`src/rtl/uart_pkg.sv`:
```
// Shared UART definitions used by the transmitter and receiver.
// Holds oversampling constants and the serial FSM state encoding.
package uart_pkg;

  localparam int OVERSAMPLE = 16;
  localparam int DATA_BITS  = 8;

  typedef enum logic [1:0] {
    IDLE  = 2'd0,
    START = 2'd1,
    DATA  = 2'd2,
    STOP  = 2'd3
  } tx_state_t;

endpackage

```
`src/rtl/uart_tx_fifo.sv`:
```
// Byte FIFO in front of the UART serialiser.
// Registered full/empty; a push while full is dropped even if a pop occurs.
module uart_tx_fifo #(
  parameter int DEPTH = 4
) (
  input  logic       clk,
  input  logic       rst,
  input  logic       i_push,
  input  logic       i_pop,
  input  logic [7:0] i_din,
  output logic [7:0] o_dout,
  output logic       o_full,
  output logic       o_empty
);

  localparam int AW = $clog2(DEPTH);

  logic [7:0]  r_mem [DEPTH];
  logic [AW:0] r_wr;
  logic [AW:0] r_rd;
  logic        r_full;
  logic        r_empty;
  logic [AW:0] w_wr_nx;
  logic [AW:0] w_rd_nx;
  logic        w_do_push;
  logic        w_do_pop;

  assign w_do_push = i_push && !r_full;
  assign w_do_pop  = i_pop && !r_empty;
  assign o_dout    = r_mem[r_rd[AW-1:0]];
  assign o_full    = r_full;
  assign o_empty   = r_empty;

  // Next pointer values after this cycle's accepted push/pop.
  always_comb begin
    w_wr_nx = r_wr;
    w_rd_nx = r_rd;
    if (w_do_push) w_wr_nx = r_wr + 1'b1;
    if (w_do_pop)  w_rd_nx = r_rd + 1'b1;
  end

  // Storage write; contents need no reset.
  always_ff @(posedge clk) begin
    if (w_do_push) r_mem[r_wr[AW-1:0]] <= i_din;
  end

  // Pointers and flags, flags computed from next pointers.
  always_ff @(posedge clk) begin
    if (rst) begin
      r_wr    <= '0;
      r_rd    <= '0;
      r_full  <= 1'b0;
      r_empty <= 1'b1;
    end else begin
      r_wr    <= w_wr_nx;
      r_rd    <= w_rd_nx;
      r_empty <= (w_wr_nx == w_rd_nx);
      r_full  <= (w_wr_nx[AW] != w_rd_nx[AW]) &&
                 (w_wr_nx[AW-1:0] == w_rd_nx[AW-1:0]);
    end
  end

endmodule

```
`src/rtl/uart_transmitter.sv`:
```
// 8N1 UART transmitter, LSB first, timed by a 16x baud tick.
// Frames are sent back-to-back while the FIFO holds bytes.
module uart_transmitter
  import uart_pkg::*;
#(
  parameter int DEPTH      = 4,
  parameter int STOP_TICKS = 16
) (
  input  logic       clk,
  input  logic       rst,
  input  logic       tick,
  input  logic [7:0] data_in,
  input  logic       valid,
  output logic       ready,
  output logic       tx,
  output logic       busy
);

  localparam int TW = (STOP_TICKS > OVERSAMPLE) ?
                      $clog2(STOP_TICKS) : $clog2(OVERSAMPLE);
  localparam logic [TW-1:0] BIT_LAST  = TW'(OVERSAMPLE - 1);
  localparam logic [TW-1:0] STOP_LAST = TW'(STOP_TICKS - 1);
  localparam logic [2:0]    BITS_LAST = 3'(DATA_BITS - 1);

  tx_state_t     r_state;
  logic [TW-1:0] r_tick_cnt;
  logic [2:0]    r_bit_cnt;
  logic [7:0]    r_shift;
  logic          r_tx;
  logic          w_pop;
  logic [7:0]    w_dout;
  logic          w_full;
  logic          w_empty;
  logic          w_stop_end;

  uart_tx_fifo #(
    .DEPTH (DEPTH)
  ) u_fifo (
    .clk     (clk),
    .rst     (rst),
    .i_push  (valid),
    .i_pop   (w_pop),
    .i_din   (data_in),
    .o_dout  (w_dout),
    .o_full  (w_full),
    .o_empty (w_empty)
  );

  assign w_stop_end = (r_state == STOP) && tick &&
                      (r_tick_cnt == STOP_LAST);
  assign w_pop = !w_empty &&
                 ((r_state == IDLE) || w_stop_end);
  assign ready = !w_full;
  assign tx    = r_tx;
  assign busy  = (r_state != IDLE) || !w_empty;

  // Frame sequencer: state, counters, shift register and line level.
  always_ff @(posedge clk) begin
    if (rst) begin
      r_state    <= IDLE;
      r_tick_cnt <= '0;
      r_bit_cnt  <= '0;
      r_shift    <= '0;
      r_tx       <= 1'b1;
    end else begin
      unique case (r_state)
        IDLE: begin
          r_tx <= 1'b1;
          if (!w_empty) begin
            r_shift    <= w_dout;
            r_tick_cnt <= '0;
            r_bit_cnt  <= '0;
            r_tx       <= 1'b0;
            r_state    <= START;
          end
        end
        START: begin
          if (tick) begin
            if (r_tick_cnt == BIT_LAST) begin
              r_tick_cnt <= '0;
              r_tx       <= r_shift[0];
              r_state    <= DATA;
            end else begin
              r_tick_cnt <= r_tick_cnt + 1'b1;
            end
          end
        end
        DATA: begin
          if (tick) begin
            if (r_tick_cnt == BIT_LAST) begin
              r_tick_cnt <= '0;
              r_shift    <= {1'b0, r_shift[7:1]};
              if (r_bit_cnt == BITS_LAST) begin
                r_tx    <= 1'b1;
                r_state <= STOP;
              end else begin
                r_bit_cnt <= r_bit_cnt + 1'b1;
                r_tx      <= r_shift[1];
              end
            end else begin
              r_tick_cnt <= r_tick_cnt + 1'b1;
            end
          end
        end
        STOP: begin
          if (tick) begin
            if (r_tick_cnt == STOP_LAST) begin
              r_tick_cnt <= '0;
              if (!w_empty) begin
                r_shift   <= w_dout;
                r_bit_cnt <= '0;
                r_tx      <= 1'b0;
                r_state   <= START;
              end else begin
                r_state <= IDLE;
              end
            end else begin
              r_tick_cnt <= r_tick_cnt + 1'b1;
            end
          end
        end
      endcase
    end
  end

endmodule

```
`config.mk`:
```
export PLATFORM = sky130hd
export DESIGN_NAME = uart_transmitter
export DESIGN_NICKNAME = d
export VERILOG_FILES = /design/src/rtl/uart_pkg.sv /design/src/rtl/uart_tx_fifo.sv /design/src/rtl/uart_transmitter.sv
export SDC_FILE = /design/constraint.sdc
export NUM_CORES = 1
export LEC_CHECK = 0
export ABC_AREA = 1
export BUFFER_PORTS_ARGS = -buffer_cell sky130_fd_sc_hd__buf_2
export CAP_MARGIN = 20
export CORE_ASPECT_RATIO = 0.5
export CORE_UTILIZATION = 40
export DETAILED_ROUTE_END_ITERATION = 6
export SYNTH_ARGS = -nofsm -noshare
export SYNTH_HDL_FRONTEND = slang
export SYNTH_SLANG_ARGS = --single-unit
```
`constraint.sdc`:
```
create_clock -name clk -period 2.5 [get_ports clk]
set_clock_uncertainty 0.15 [all_clocks]
set_input_delay 0 -clock clk [delete_from_list [all_inputs] [get_ports clk]]
set_output_delay 0 -clock clk [all_outputs]
set_load 0.05 [all_outputs]
```
* After elaboration in Yosys (flattened, before gate mapping)
Memories as Yosys holds them, arrays and structs flattened. A register that Yosys moved wholly into a read port is not among the register bits. Index checks and enable logic that the tools add are counted.
Operators by class: $add $sub $neg 4, eq/ne operators 19, multiplexer cells 42, reduce and logical (&&, ||, !) cells 19
Operator list (count):
- $mux W8 | 5
- $mux W3 | 8
- $pmux W8 S3 | 1
- $mux W2 | 9
- $ne A2 B2 Y1 const B | 9
- $mux W1 | 12
- $mux W4 | 3
- $add A3 B1 Y3 const B | 3
- $pmux W3 S3 | 1
- $pmux W2 S4 | 1
- $pmux W4 S2 | 1
- $reduce_and A8 Y1 | 1
- $reduce_and A7 Y1 | 1
- $logic_and A1 B1 Y1 | 6
- $reduce_and A6 Y1 | 1
- $reduce_and A5 Y1 | 1
- $add A4 B1 Y4 const B | 1
- $eq A2 B2 Y1 const B | 2
- $eq A4 B4 Y1 const B | 1
- $ne A2 B1 Y1 const B | 2
- $pmux W1 S4 | 1
- $eq A3 B3 Y1 | 1
- $eq A3 B3 Y1 const B | 1
- $reduce_bool A3 Y1 | 1
- other kinds (9) | 11
Storage, ports and cells: flip-flop bits (word level) 26, RAM bits 32, logic and storage cells 94, memories 1
Memories:
- u_fifo.r_mem | depth 4, bits a word 8, read ports 1, clocked after memory_dff 1, write ports 1, line uart_tx_fifo.sv:18 | logic [7:0] r_mem [DEPTH];

* Logic depth before layout (Yosys ltp)
depth in word-level cells 9, mapped depth 10

* Hierarchy
A second synthesis with hierarchy kept.
Unflattened totals: cell total of the unflattened synthesis 349, area, all modules 2910.3 µm²
By module, submodules not included:
- uart_tx_fifo | times used 1, cells an instance 162, area each 1704.1 µm², sequential area each 1121.1 µm²
- uart_transmitter | times used 1, cells an instance 187, area each 1206.2 µm², sequential area each 360.3 µm²

* Least setup slack after synthesis
Ideal clock, no wire load.
kind reg2reg, start point reg r_state[0], end point reg r_tick_cnt[0], library setup time 0.086 ns, arrival 1.740 ns, required time 2.264 ns, slack 0.525 ns, cell stages (with the launch flop) 10, period minus slack after synthesis 1.975 ns, cell sequence dfxtp_1 -> inv_1 -> ha_1 -> nand2_1 -> o21ai_0 -> inv_1 -> nand3_1 -> inv_1 -> nor2_1 -> a211oi_1
Between the ends: cells in the longest elaborated chain, start to end 4, elaborated cells on any way between the ends 9
RTL lines:
- start: declaration | line uart_transmitter.sv:25 | tx_state_t r_state;
- start signal: assignment | line uart_transmitter.sv:60 | r_state <= IDLE;
- start signal: assignment | line uart_transmitter.sv:74 | r_state <= START;
- start signal: assignment | line uart_transmitter.sv:82 | r_state <= DATA;
- $eq A2 B2 Y1 or $eq A2 B1 Y1 (tied branches) | line uart_transmitter.sv:66 | unique case (r_state)
- $reduce_or A3 Y1 (no line)
- $ne A2 B1 Y1 (no line)
- $reduce_and A2 Y1 (no line)
- end signal: assignment | line uart_transmitter.sv:84 | r_tick_cnt <= r_tick_cnt + 1'b1;
- end signal: assignment | line uart_transmitter.sv:101 | r_tick_cnt <= r_tick_cnt + 1'b1;
- end signal: assignment | line uart_transmitter.sv:118 | r_tick_cnt <= r_tick_cnt + 1'b1;
- end: declaration | line uart_transmitter.sv:26 | logic [TW-1:0] r_tick_cnt;
Parallel ways exist; a longest one is shown, timed or not. A chain may end at the register's enable or synchronous reset.

* Worst setup path after layout
start point reg r_state[0], end point reg r_shift[5]
Between the ends: cells in the longest elaborated chain, start to end 3, elaborated cells on any way between the ends 10
RTL lines:
- $eq A2 B2 Y1 or $logic_not A2 Y1 (tied branches) | line uart_transmitter.sv:66
- $ne A2 B2 Y1 (no line) (tied with other cells)
- $reduce_and A5 Y1 (no line)
- end signal: assignment | line uart_transmitter.sv:70 | r_shift <= w_dout;
- end signal: assignment | line uart_transmitter.sv:92 | r_shift <= {1'b0, r_shift[7:1]};
- end signal: assignment | line uart_transmitter.sv:110 | r_shift <= w_dout;
- end: declaration | line uart_transmitter.sv:28 | logic [7:0] r_shift;
Parallel ways exist; a longest one is shown, timed or not.

==> out/metrics.cfg <==
[sta]
period_needed_ns=2.24
clock.fmax_ghz=0.446
worstMarginPinSlew_ns=0.460
period_share_pct=89.6
hold_ws_ns=0.0368
rsz0062_at_grt=no
finalSetupViolCount=0
slew_headroom_pct=69.4
final_max_slew_viol_count=0
fin_setup_tns_ns=0
finalHoldViolCount=0

[setup_path]
worst-r2r-setup-slack_ns=0.26
cp-start-kind=flip-flop
crit_end=r_shift[5]
critPathMaxStageDelay_ns=0.42
crit_start=r_state[0]
path_buf_inv=3
worst-path-stages=10
crit_fanout=14
timing.rr.end=r_shift[5]
cp_top_family=buffers and inverters
path_class=flip-flop to flip-flop
worstSetupEndpointType=flip-flop
crit_required_ns=2.54
reg2reg_depth=10
crit-reg2reg-launch=r_state[0]
cp_slowest_cell=dfxtp_1
cp.arrival_ns=2.28
crit_chain=inv_1 > ha_1 > inv_4 > a21oi_1 > nor2_1 > nand2_1 > a21oi_4 > inv_2 > nand2_1 > a21oi_1

[route]
drc=0
routed_wl_mm=5.58
via_per_inst=4.82
drtIter0Drc=153
ant_nets=0
drtPass1Iterations=5
post_drt_wl_per_cell_um=13.3
vias=2014

[placed_design]
dpl.hpwl_mm=3.75
dp_cells=392
place_congestion=0.844
io_buffers=14

[synthesis]
syn_area_sq_um=2690
synthArstFlopShare_pct=0
ys_warn_count=0
synth_edf_count=32
syn_avg_cell_area_sq_um=9.22
ys_types=24
synth_nets=318
yosys_most_used_dff=edfxtp_1
synth_cells=292
synth_seq_cells=58
seq_area_frac_synth_pct=55.0

[run]
drv_cap=0

[clock_tree]
cts_buffer_depth=2
clkTransAtPathRegs_ns=0.05
ctsRootBufferMaster=clkbuf_16
cts_made_buffers=9
cts_tree=built
clk_latency_ns=0.32
numClockSinks=58
htreeDepth=3
cts_post_setup_buffers_inserted=0

[floorplan]
rows=20
initial_core_util_pct=42.8
die_y_um=60
core_sq_um=6280
ios=15
dieArea_sq_um=7080
die_w_um=118

[global_routing]
grt-ovfl-total=0
grt_pass1_wl_mm=9.15
grt_start_max_net_pins=22
grt_pass1_vias=1870
antenna_found_initial=0
track_usage_pct=18.0

[power_and_ir_drop]
peakVddDrop_v=0.000458
p_leak_nw=1.32
power_per_cell_area_nw_per_um2=1290
power_mw=4.18

[cells_and_area]
fin_util_pct=51.8
stdcell_count=418
antennaDiodeCount=0
drive_above_1_share_pct=13.3
fin_nets=351
area_growth_pct=20.8

[min_path]
hp-class=input port to flip-flop

[run_status]
status=finished clean

[where the power goes]
part	switching (mW)	internal (mW)
Combinational	1.09	0.544
Sequential	0.157	1.23
Clock	0.408	0.761
[flip-flops by register name, indices dropped and copies added, names as in the netlist]
register	flops
r_shift	8
u_fifo.r_mem	32
u_fifo.r_rd	3
tx	1
u_fifo.r_wr	3
u_fifo.o_empty	1
u_fifo.o_full	1
r_state	2
r_bit_cnt	3
r_tick_cnt	4
[logic make-up after synthesis]
kind of cell	Yosys count	synth area share, %
AND/OR/NAND/NOR	115	17.8
adder cells (fa/ha/maj)	14	6.51
AO/OA/AOI/OAI	66	13.9
buffers and inverters	36	5.81
XOR/XNOR	3	0.976
flip-flops	58	55.0
[cells in the mapped netlist, types with 3 or more instances]
library cell   n  area share (%)
inv_2          3            0.42
a21oi_1       23             4.3
nand2_2        5             1.2
nand3_1       17             3.2
nand2_1       58             8.1
ha_1          14             6.5
edfxtp_1      32              36
inv_1         26             3.6
o22ai_1        8             1.9
nor2_1        33             4.6
o21ai_0       31             5.8
dfxtp_1       26              19
[repair_timing]
action	4_1_cts	5_1_grt
endpoints found under the hold margin	50	0
setup endpoints to repair	0	6
resized for setup	0	1
hold buffers	10	0
[how the worst min path moves through the flow]
stage                from            endpoint  slack (ns)  cells past startpoint
2_1_floorplan  data_in[0]  u_fifo.r_mem[0][0]       -0.05                      0
3_3_place_gp   data_in[2]  u_fifo.r_mem[0][2]        0.07                      1
3_5_place_dp   data_in[4]  u_fifo.r_mem[3][4]        0.07                      1
4_1_cts             valid      u_fifo.r_wr[0]        0.03                      4
5_1_grt             valid      u_fifo.r_wr[0]        0.09                      4
6_report            valid      u_fifo.r_wr[0]        0.04                      4
[worst min-delay path, delay by kind of cell]
| family | cells | cell delay (ns) |
|---|---|---|
| buffers and inverters | 1 | 0.10 |
| and+or+nand+nor | 2 | 0.24 |
| xor gates and xnor gates | 1 | 0.13 |
[metal layers]
layer,track usage (%),wire length [um]
met1,21.9,2770
met3,8.02,187
met5,0,0
met2,28.9,2590
met4,6.04,27
[cell type report]
class	instances	area, sq um
inverter	29	111
clock buffer	10	229
clock inverter	6	57.6
multi-input combinational	198	1050
sequential	58	1480
fill	565	3030
timing repair buffer	29	208
tap	88	110
[placed cells by master (no fill, tap or decap), drive strengths merged]
cell	count
a211oi	1
a21oi	24
buf	19
bufinv	1
clkbuf	10
clkinv	3
clkinvlp	2
dfxtp	26
dlygate4sd3	10
edfxtp	32
ha	14
inv	29
nand2	64
nand3	18
nor2	33
o211a	1
o21ai	31
o21bai	1
o22ai	8
xnor2	2
xor2	1
[metrics by stage]
| stage | worst slack (ns) | area, sq um |
|---|---|---|
| 2_1_floorplan | 0.525 | 2690 |
| 3_3_place_gp | 0.362 | 2860 |
| 3_5_place_dp | 0.215 | 2860 |
| 4_1_cts | 0.204 | 3250 |
| 5_1_grt | 0.0436 | 3250 |
| 6_report | 0.260 | 3250 |
(Power assumes the default switching activity.)
